[src/rtl/uart_hex_pkg.sv]
`default_nettype none
// ============================================================================
// Module : uart_hex_pkg
// Desc   : State encoding and ASCII constants shared by the hex framer.
//          The terminator form is selected by UART_HEX_FRAMER_CRLF_EN.
// Rev    : 1.0
// ============================================================================
package uart_hex_pkg;

`ifdef UART_HEX_FRAMER_CRLF_EN
  typedef enum logic [2:0] {
    ST_IDLE = 3'd0,
    ST_HI   = 3'd1,
    ST_LO   = 3'd2,
    ST_SEP  = 3'd3,
    ST_CR   = 3'd4,
    ST_LF   = 3'd5
  } state_t;
  localparam state_t c_ST_TERM = ST_CR;
`else
  typedef enum logic [2:0] {
    ST_IDLE = 3'd0,
    ST_HI   = 3'd1,
    ST_LO   = 3'd2,
    ST_SEP  = 3'd3,
    ST_LF   = 3'd5
  } state_t;
  localparam state_t c_ST_TERM = ST_LF;
`endif

  localparam logic [7:0] c_ASCII_CR    = 8'h0D;
  localparam logic [7:0] c_ASCII_LF    = 8'h0A;
  localparam logic [7:0] c_ASCII_ZERO  = 8'h30;
  localparam logic [7:0] c_ASCII_A_M10 = 8'h37;

endpackage
`default_nettype wire

[src/rtl/nibble_to_ascii.sv]
`default_nettype none
// ============================================================================
// Module : nibble_to_ascii
// Desc   : Combinational 4-bit value to uppercase ASCII hex character.
// Rev    : 1.0
// ============================================================================
module nibble_to_ascii (
  input  logic [3:0] i_nibble,
  output logic [7:0] o_char
);
  import uart_hex_pkg::*;

  always_comb begin
    if (i_nibble <= 4'd9) begin
      o_char = c_ASCII_ZERO + {4'h0, i_nibble};
    end else begin
      o_char = c_ASCII_A_M10 + {4'h0, i_nibble};
    end
  end

endmodule
`default_nettype wire

[src/rtl/uart_hex_framer.sv]
`default_nettype none
// ============================================================================
// Module : uart_hex_framer
// Desc   : Byte stream to ASCII hex text with separators and line terminators.
//          Define UART_HEX_FRAMER_CRLF_EN for CR+LF, otherwise LF only.
// Rev    : 1.0
// ============================================================================
module uart_hex_framer #(
  parameter int         DATA_DEPTH     = 8,
  parameter int         BYTES_PER_LINE = 2,
  parameter logic [7:0] SEP_CHAR       = 8'd32
) (
  input  logic                  i_clk,
  input  logic                  i_rst,
  input  logic [DATA_DEPTH-1:0] i_data,
  input  logic                  i_valid,
  output logic                  o_ready,
  output logic [7:0]            o_data,
  output logic                  o_valid,
  input  logic                  i_ready,
  input  logic                  i_flush,
  output logic                  o_busy
);
  import uart_hex_pkg::*;

  localparam int              c_CW   = $clog2(BYTES_PER_LINE + 1);
  localparam logic [c_CW-1:0] c_LAST = c_CW'(BYTES_PER_LINE);

  state_t                r_state;
  state_t                w_state_next;
  logic [DATA_DEPTH-1:0] r_byte;
  logic [c_CW-1:0]       r_count;
  logic [c_CW-1:0]       w_count_inc;
  logic                  w_flush_take;
  logic                  w_in_hs;
  logic                  w_out_hs;
  logic                  w_line_end;
  logic [3:0]            w_nibble;
  logic [7:0]            w_hex;

  assign w_nibble = (r_state == ST_HI) ? r_byte[DATA_DEPTH-1:DATA_DEPTH-4] : r_byte[3:0];

  nibble_to_ascii u_nibble_to_ascii (
    .i_nibble (w_nibble),
    .o_char   (w_hex)
  );

  always_comb begin
    w_state_next = r_state;
    o_data       = '0;
    // A flush only counts when there is a partial line to close, and it beats i_valid.
    w_flush_take = (r_state == ST_IDLE) && i_flush && (r_count != '0);
    o_ready      = (r_state == ST_IDLE) && !w_flush_take;
    o_valid      = (r_state != ST_IDLE);
    o_busy       = o_valid;
    w_in_hs      = i_valid && o_ready;
    w_out_hs     = o_valid && i_ready;
    w_count_inc  = r_count + 1'b1;
    w_line_end   = (w_count_inc == c_LAST);

    unique case (r_state)
      ST_IDLE: begin
        if (w_flush_take) begin
          w_state_next = c_ST_TERM;
        end else if (w_in_hs) begin
          w_state_next = ST_HI;
        end
      end
      ST_HI: begin
        o_data = w_hex;
        if (w_out_hs) w_state_next = ST_LO;
      end
      ST_LO: begin
        o_data = w_hex;
        if (w_out_hs) w_state_next = w_line_end ? c_ST_TERM : ST_SEP;
      end
      ST_SEP: begin
        o_data = SEP_CHAR;
        if (w_out_hs) w_state_next = ST_IDLE;
      end
`ifdef UART_HEX_FRAMER_CRLF_EN
      ST_CR: begin
        o_data = c_ASCII_CR;
        if (w_out_hs) w_state_next = ST_LF;
      end
`endif
      ST_LF: begin
        o_data = c_ASCII_LF;
        if (w_out_hs) w_state_next = ST_IDLE;
      end
      default: begin
        w_state_next = ST_IDLE;
      end
    endcase
  end

  always_ff @(posedge i_clk or posedge i_rst) begin
    if (i_rst) begin
      r_state <= ST_IDLE;
      r_byte  <= '0;
      r_count <= '0;
    end else begin
      r_state <= w_state_next;
      if (w_in_hs) begin
        r_byte <= i_data;
      end
      if ((r_state == ST_LO) && w_out_hs) begin
        r_count <= w_line_end ? '0 : w_count_inc;
      end else if ((r_state == ST_LF) && w_out_hs) begin
        r_count <= '0;
      end
    end
  end

endmodule
`default_nettype wire

[config.mk]
export PLATFORM = sky130hd
export DESIGN_NAME = uart_hex_framer
export DESIGN_NICKNAME = d
export VERILOG_FILES = /design/src/rtl/uart_hex_pkg.sv /design/src/rtl/nibble_to_ascii.sv /design/src/rtl/uart_hex_framer.sv
export SDC_FILE = /design/constraint.sdc
export NUM_CORES = 1
export LEC_CHECK = 0
export CORE_MARGIN = 1
export CORE_UTILIZATION = 46
export DETAILED_ROUTE_END_ITERATION = 10
export GPL_TIMING_DRIVEN = 0
export PLACE_DENSITY = 0.77
export RECOVER_POWER = 50
export SLEW_MARGIN = 20
export SYNTH_ARGS = -nofsm -noshare
export SYNTH_HDL_FRONTEND = slang
export SYNTH_SLANG_ARGS = --single-unit
[constraint.sdc]
create_clock -name i_clk -period 2.4 [get_ports i_clk]
set_clock_uncertainty 0.2 [all_clocks]
set_input_delay 0.24 -clock i_clk [delete_from_list [all_inputs] [get_ports i_clk]]
set_output_delay 0.24 -clock i_clk [all_outputs]
set_load 0.05 [all_outputs]
==> out/metrics.yaml <==
outcome:
  status: "completed"
routing:
  drtAntennaViolNets: 0
  vias: 792
  routedWlPerCell_um: 13.9
  first_pass_iters: 4
  first_iter_violations: 16
  drt_wl_total_um: 1960
  route.detailed.drc: 0
  via_per_inst: 5.62
yosys:
  avgSynthCellArea_sq_um: 9.51
  async_reset_ff_frac: 1.00
  post-synth-top-area-cell: "dfrtp_1"
  synth_edf_count: 0
  synthTopCellsByArea: "dfrtp_1 (38%), mux2_2 (14%), a21oi_1 (3.5%)"
  syn_inst: 90
  syn_nets: 103
  yosys_warnings: 0
  synth_cell_types: 37
  syn_area_sq_um: 856
  ys_seq_elements: 13
  ys_seq_area_frac: 0.380
  synth_ff_type: "dfrtp_1"
  synth.top_cell.area_share: 0.380
grt:
  grt_use_total: 0.218
  antenna_found_initial: 0
  grt_max_degree: 14
  overflow: 0
  grt_pass1_wl_um: 3220
  grt_pass1_vias: 714
clocking:
  cts_root_buf: "clkbuf_4"
  cts_inserted_buffers: 3
  clk_pin_slew_ns: 0.08
  post-cts-setup-buffers: 0
  cts_max_level: 1
  clockBufferDepth: 2
  clk_latency_ns: 0.26
  clock_sinks: 13
  tritoncts: "built"
layout:
  area_growth_pct: 41.1
  final_area_sq_um: 1210
  layout-drive-gt1-share: 0.379
  antennaDiodeCount: 0
  post-route-util: 0.699
  fin_nets: 130
  final_cells: 141
setup_path:
  reg2reg_to: "r_state[0]"
  r2r_cells: 4
  crit_fanout: 10
  crit_path_end_kind: "output port"
  worstSetupStartpoint: "r_state[2]"
  required_ns: 1.96
  start_kind: "register"
  r2r_slack_ns: 0.50
  worstSetupPathType: "reg -> out"
  reg2reg_from: "r_state[2]"
  cp.arrival_ns: 1.92
  endpoint: "o_busy"
timing:
  maxSlewViolCount: 0
  rsz0062_at_grt: "yes"
  hold_viol: 0
  fmax_ghz: 0.424
  setup_viol: 0
  fin_crit_ns: 2.36
  slew_headroom: 0.629
  timing.hold.ws_ns: 0.214
  finalCritPeriodShare: 0.982
  worst_pin_slew_ns: 0.557
flow_run:
  cap_violations: 0
place:
  place_congestion: 0.778
  dp_hpwl_um: 1450
  portBuffers: 22
  dp_cells: 137
  place_area_sq_um: 1130
floorplan:
  fp-row-count: 15
  core_region_area_sq_um: 1730
  dieArea_sq_um: 2040
  io_pins: 24
  start_util: 0.496
  dieHeight_um: 45.1
  die-width_um: 45.1
hold_path:
  hold_path_class: "in -> async"
per-stage QoR:
stage	setup WS (ns)	setup TNS [ns]
global route	-0.0101	-0.0193
finish	0.0429	0
detailed placement	-0.506	-2.51
floorplan	-0.0279	-0.0279
CTS	0.00692	0
global placement	-0.499	-2.61
Yosys cell counts (2+ instances only):
cell type,count
dfrtp_1,13
mux2_2,11
a21oi_1,6
o21ai_0,6
inv_1,5
nor2_1,5
nand2_1,4
nor2b_1,3
a211oi_1,2
a221oi_1,2
a22oi_1,2
buf_2,2
buf_4,2
nand2b_1,2
nor3_1,2
nor3b_1,2
sequential cells by signal (all words and copies together) (netlist names):
register,count
r_byte,8
r_count,2
r_state,3
layout by cell type (no fill, tap or decap), types with 3 or more instances in the layout:
master,count
buf_6,3
nor2_1,4
inv_1,5
o21ai_0,5
mux2_2,10
nand2_1,4
a21oi_1,5
clkbuf_4,5
dfrtp_1,12
buf_4,3
clkdlybuf4s50_1,12
what timing repair did:
item | CTS | global route
endpoints found under the setup margin | 9 | 5
resized for setup | 45 | 15
hold buffers | 0 | 0
pin swaps | 0 | 1
gates cloned | 0 | 0
cell families (layout without fill, tap and decap cells):
logic type,count (synthesis),in the layout,share of synthesized area
other cells,1,1,0.00438
flops,13,13,0.380
mux,12,12,0.156
compound gates,26,26,0.206
simple gates,27,27,0.184
buf+inv,11,37,0.0687
how the worst min path moves through the flow:
stage               from        end  slack, ns  cells past startpoint
5_1_grt            i_rst  r_byte[1]       0.26                      2
3_5_place_dp   r_byte[5]  r_byte[5]       0.37                      1
4_1_cts            i_rst  r_byte[1]       0.09                      2
6_report           i_rst  r_byte[3]       0.21                      2
2_1_floorplan      i_rst  r_byte[0]      -0.08                      1
3_3_place_gp   r_byte[6]  r_byte[6]       0.34                      1
critical path: stages, from the launching register on:
cell	delay, ns
dfrtp_1	0.37
buf_6	0.14
or3_4	0.42
clkdlybuf4s50_1	0.72
layer usage:
metal  wire length (um)  vias to the layer above  GRT usage
met5                  0                        -          0
met4                  8                        0     0.0727
met3                 57                        2     0.0120
met2                962                       19      0.339
met1                935                      387      0.322
li1                   -                      384          -
layout make-up:
type / count / area, sq um
flip-flops and latches: 13 / 327
fillers: 143 / 519
plain buffers: 6 / 48.8
inverters: 5 / 18.8
well taps: 25 / 31.3
repair buffers: 22 / 204
multi-input cells: 66 / 552
clock buffers: 4 / 26.3
Power is left out: the tool's default activity adds up to more than one toggle a clock period on the data nets, which glitch-free logic cannot reach.
